<file path="src/rtl/serial_add_ctrl_if.sv">
// Host-side bundle for the bit-serial adder controller.
// start/a/b/cin request an add; busy/done/sum/cout report it.
interface serial_add_ctrl_if #(
  parameter int N = 8
);
  logic         start;
  logic [N-1:0] a;
  logic [N-1:0] b;
  logic         cin;
  logic         busy;
  logic         done;
  logic [N-1:0] sum;
  logic         cout;

  modport master (
    output start, a, b, cin,
    input  busy, done, sum, cout
  );

  modport slave (
    input  start, a, b, cin,
    output busy, done, sum, cout
  );
endinterface

</file>
<file path="src/rtl/serial_add_ctrl.sv">
// Bit-serial adder: one fa_1 cell sequenced LSB-first over N cycles.
// Ports: clk, rst (sync, active-high), bus (slave: start/a/b/cin in; busy/done/sum/cout out).
module fa_1 (
  input  logic x,
  input  logic y,
  input  logic rin,
  output logic s,
  output logic r
);
  assign s = x ^ y ^ rin;
  assign r = (x & y) | (x & rin) | (y & rin);
endmodule

module serial_add_ctrl #(
  parameter int N = 8
) (
  input logic              clk,
  input logic              rst,
  serial_add_ctrl_if.slave bus
);
  localparam int CW = $clog2(N) + 1;
  localparam logic [CW-1:0] LAST = CW'(N - 1);

  typedef enum logic [1:0] {
    IDLE,
    RUN,
    DONE
  } state_t;

  state_t        state_q, state_d;
  logic [N-1:0]  opa_q, opa_d;
  logic [N-1:0]  opb_q, opb_d;
  logic [N-1:0]  sum_q, sum_d;
  logic          carry_q, carry_d;
  logic          cout_q, cout_d;
  logic [CW-1:0] cnt_q, cnt_d;

  logic          s, r;
  logic [N:0]    sum_sh;

  fa_1 u_fa (
    .x   (opa_q[0]),
    .y   (opb_q[0]),
    .rin (carry_q),
    .s   (s),
    .r   (r)
  );

  // Result bit enters at the MSB; after N shifts it is LSB-aligned.
  assign sum_sh = {s, sum_q};

  always_ff @(posedge clk) begin
    if (rst) begin
      state_q <= IDLE;
      opa_q   <= '0;
      opb_q   <= '0;
      sum_q   <= '0;
      carry_q <= 1'b0;
      cout_q  <= 1'b0;
      cnt_q   <= '0;
    end else begin
      state_q <= state_d;
      opa_q   <= opa_d;
      opb_q   <= opb_d;
      sum_q   <= sum_d;
      carry_q <= carry_d;
      cout_q  <= cout_d;
      cnt_q   <= cnt_d;
    end
  end

  always_comb begin
    state_d = state_q;
    opa_d   = opa_q;
    opb_d   = opb_q;
    sum_d   = sum_q;
    carry_d = carry_q;
    cout_d  = cout_q;
    cnt_d   = cnt_q;
    unique case (state_q)
      IDLE: begin
        if (bus.start) begin
          opa_d   = bus.a;
          opb_d   = bus.b;
          carry_d = bus.cin;
          cnt_d   = '0;
          state_d = RUN;
        end
      end
      RUN: begin
        sum_d   = sum_sh[N:1];
        opa_d   = opa_q >> 1;
        opb_d   = opb_q >> 1;
        carry_d = r;
        cnt_d   = cnt_q + 1'b1;
        if (cnt_q == LAST) begin
          cout_d  = r;
          state_d = DONE;
        end
      end
      DONE: state_d = IDLE;
      default: state_d = IDLE;
    endcase
  end

  assign bus.busy = (state_q == RUN);
  assign bus.done = (state_q == DONE);
  assign bus.sum  = sum_q;
  assign bus.cout = cout_q;
endmodule

</file>
<file path="src/flat_wrapper.sv">
// flat-port wrapper written by rule: the top's interface ports become plain ports
module serial_add_ctrl_flat 
#(
  parameter int N = 8
)
  (clk, rst, bus_start, bus_a, bus_b, bus_cin, bus_busy, bus_done, bus_sum, bus_cout);
  serial_add_ctrl_if #(.N(N)) bus_i ();
  input logic clk;
  input logic rst;
  input wire logic [$bits(bus_i.start)-1:0] bus_start;
  input wire logic [$bits(bus_i.a)-1:0] bus_a;
  input wire logic [$bits(bus_i.b)-1:0] bus_b;
  input wire logic [$bits(bus_i.cin)-1:0] bus_cin;
  output wire logic [$bits(bus_i.busy)-1:0] bus_busy;
  output wire logic [$bits(bus_i.done)-1:0] bus_done;
  output wire logic [$bits(bus_i.sum)-1:0] bus_sum;
  output wire logic [$bits(bus_i.cout)-1:0] bus_cout;
  assign bus_i.start = bus_start;
  assign bus_i.a = bus_a;
  assign bus_i.b = bus_b;
  assign bus_i.cin = bus_cin;
  assign bus_busy = bus_i.busy;
  assign bus_done = bus_i.done;
  assign bus_sum = bus_i.sum;
  assign bus_cout = bus_i.cout;
  serial_add_ctrl #(.N(N)) u_core (.clk(clk), .rst(rst), .bus(bus_i));
endmodule
</file>
<file path="config.mk">
export PLATFORM = sky130hd
export DESIGN_NAME = serial_add_ctrl_flat
export DESIGN_NICKNAME = d
export VERILOG_FILES = /design/src/rtl/serial_add_ctrl_if.sv /design/src/rtl/serial_add_ctrl.sv /design/src/flat_wrapper.sv
export SDC_FILE = /design/constraint.sdc
export NUM_CORES = 1
export LEC_CHECK = 0
export ABC_AREA = 1
export BUFFER_PORTS_ARGS = -buffer_cell sky130_fd_sc_hd__clkbuf_2
export CORE_UTILIZATION = 52
export DETAILED_ROUTE_END_ITERATION = 12
export PLACE_DENSITY = 0.83
export SLEW_MARGIN = 20
export SYNTH_ARGS = -nofsm -noshare
export SYNTH_HDL_FRONTEND = slang
export SYNTH_SLANG_ARGS = --single-unit
</file>
<file path="constraint.sdc">
create_clock -name clk -period 1.35 [get_ports clk]
set_input_delay 0.2025 -clock clk [delete_from_list [all_inputs] [get_ports clk]]
set_output_delay 0.2025 -clock clk [all_outputs]
set_load 0.02 [all_outputs]
</file>
==> metrics.cfg <==
[setup_path]
r2r-end = u_core.carry_q
worstSetupPathType = reg -> out
arrival_ns = 1.05
cp-end-kind = output port
rr_startpoint = u_core.opa_q[0]
critPathMaxFanout = 3
cp-start-kind = register
rrSetupSlack_ns = 0.17
rr_worst_depth = 5
required_ns = 1.15

[timing]
worstMarginPinSlew_ns = 0.279
final-hold-violation-count = 0
setup_viol = 0
period_needed_ns = 1.25
period_share_pct = 92.7
rsz0062_at_grt = no
max_freq_mhz = 799
slew_headroom_pct = 81.4
maxSlewViolCount = 0
final.setup.tns_ns = 0
clock_skew_ns = 0.00443

[final_layout]
num-nets-final = 263
final_area_um2 = 1660
diodes = 0
nFillCells = 249
area_growth_pct = 17.8
layout-drive-gt1-share_pct = 20.9

[synth]
synth_area_um2 = 1410
synth.distinct_cells = 19
synthCells = 205
ys_seq_area_share_pct = 45.5
syn_nets = 227
avgSynthCellArea_um2 = 6.87
ys_seq_elements = 32
yosysWarnings = 0

[power]
power_mw = 1.90
p_sw_share_pct = 29.7
p_sw_mw = 0.563
p_comb_share_pct = 19.7
powerDensity_nw_per_um2 = 1140
p_clk_share_pct = 24.4
p_leak_nw = 0.815
seqPwrFrac_pct = 55.8
p_int_mw = 1.33
irDropWorstVdd_v = 0.000936

[grt]
antenna_found_initial = 0
grt_pass1_wl_mm = 5.02
grtUsageTotal_pct = 25.0
grt_pass1_vias = 1162
grt_max_degree = 17
grt_remaining_overflow = 0

[floorplanning]
die_area_um2 = 2920
dieWidth_um = 54.1
core.rowCount = 18
die_h_um = 54.1
num_io_pins = 31
coreArea_um2 = 2520
initial_core_util_pct = 55.9

[placed_design]
globalplace.congestion = 0.871
io_buffers = 30
placed_area_um2 = 1610
hpwl_mm = 2.12

[drt]
dr_total_vias = 1340
postRouteAntennaNets = 0
vias_per_cell = 4.98
totalWireLength_mm = 3.00
firstDrtPassIters = 4
drt_iter0_drc = 22
avgRoutedWirePerCell_um = 11.2
drc = 0

[clocking]
clkTransAtPathRegs_ns = 0.08
numClockSinks = 32
clockBufferDepth = 2
cts_buffers = 5
cts_tree = yes
cts_root_buf = clkbuf_4
post_cts_resized = 0
clk-insertion-delay-late_ns = 0.32
htree_num_levels = 2
cts_hold_buf = 0
cts_setup_buffers = 0

[hold_path]
hold_path.class = in -> reg
min_from = bus_b[1]
hold_depth = 3
whs_endpoint = u_core.opb_q[1]

[run]
cap_violations = 0

[outcome]
outcome = completed

## cells in the final DEF (no fill, tap or decap)
master    synthesis  layout
clkbuf_4          0       5
nand4_1           3       3
nand3b_1          1       1
buf_4             2      10
dfxtp_2           0       2
nor2_4            1       1
ha_1              1       1
nor2_2            1       2
nor2_1           42      41
fa_1              1       1
a21oi_1           3       3
o21ai_0          14      14
nor3_1            1       1
nand3_1          28      28
inv_1            18      18
clkbuf_2          0      29
dfxtp_1          32      30
nand2_1          48      48
nand2_2           1       1
## area by class of cell
class	count	area (um^2)	share of cell area (%)
tap	30	37.5	2.26
clock buffer	5	37.5	2.26
inverter	18	67.6	4.07
multi-input combinational	145	653	39.4
timing repair buffer	39	220	13.3
sequential	32	643	38.8
## power by group through the flow
stage | combinational (mW) | clock [mW] | sequential, mW
finish | 0.374 | 0.463 | 1.06
global route | 0.426 | 0.515 | 1.07
global placement | 0.365 | 0 | 1.08
floorplan | 0.219 | 0 | 1.10
CTS | 0.374 | 0.480 | 1.06
detailed placement | 0.373 | 0 | 1.08
## registers in the layout (all words and copies together) (netlist names)
register	cells
u_core.bus.sum	8
u_core.bus.cout	1
u_core.opb_q	8
u_core.state_q	2
u_core.cnt_q	4
u_core.carry_q	1
u_core.opa_q	8
## how the worst max path moves through the flow
| stage | from | end | slack (ns) | cells past startpoint |
|---|---|---|---|---|
| after floorplan | u_core.opa_q[0] | u_core.bus.cout | 0.27 | 4 |
| after global placement | u_core.opa_q[0] | u_core.bus.cout | 0.21 | 4 |
| after detailed placement | u_core.opa_q[0] | u_core.bus.cout | 0.19 | 4 |
| after CTS | u_core.state_q[0] | bus_busy | 0.02 | 3 |
| after global routing | u_core.state_q[0] | bus_busy | 0.04 | 3 |
| final | u_core.state_q[1] | bus_done | 0.1 | 3 |
## routing by layer
metal,up-vias,track usage (%),wire length [um]
met5,-,0,0
met4,0,10.3,50
met3,5,5.93,135
met2,32,43.8,1440
met1,588,28.8,1380
li1,715,-,-
## synth_stat cells
| master | number | share of area, % |
|---|---|---|
| nor2_4 | 1 | 0.80 |
| nand2_2 | 1 | 0.44 |
| fa_1 | 1 | 1.4 |
| nand4_1 | 3 | 1.3 |
| ha_1 | 1 | 0.89 |
| a21oi_1 | 3 | 1.1 |
| nand3b_1 | 1 | 0.53 |
| dfxtp_1 | 32 | 45 |
| buf_4 | 2 | 1.1 |
| nor3_1 | 1 | 0.35 |
| buf_2 | 4 | 1.4 |
| nor2_1 | 42 | 11 |
| nor2_2 | 1 | 0.44 |
| nand2_1 | 48 | 13 |
| inv_1 | 18 | 4.8 |
| clkbuf_1 | 3 | 0.80 |
| o21ai_0 | 14 | 5.0 |
| nand3_1 | 28 | 9.9 |
| buf_1 | 1 | 0.27 |
## kinds of logic (layout without fill, tap and decap cells)
group,after synthesis,in the layout,share of synthesized area (%)
AND/OR/NAND/NOR,126,126,37.8
flip-flops,32,32,45.5
buffers and inverters,28,62,8.35
AO/OA/AOI/OAI,17,17,6.04
adder cells (fa/ha/maj),2,2,2.31
## worst max-delay path: stages, from the launching register on
cell	delay, ns
dfxtp_2	0.37
inv_1	0.08
nor2_1	0.10
clkbuf_2	0.18
## stage by stage
stage                     hold WS, ns  worst slack [ns]  util (%)  cells
after floorplan                 0.315             0.270         -    205
after global placement          0.401             0.210      64.0    264
after detailed placement        0.411             0.189      64.0    264
after CTS                      0.0691            0.0244      65.5    269
after global routing           0.0883            0.0416      65.8    269
final                          0.0859            0.0990      65.8    269
Note: power is estimated with default switching activity, not from simulation.
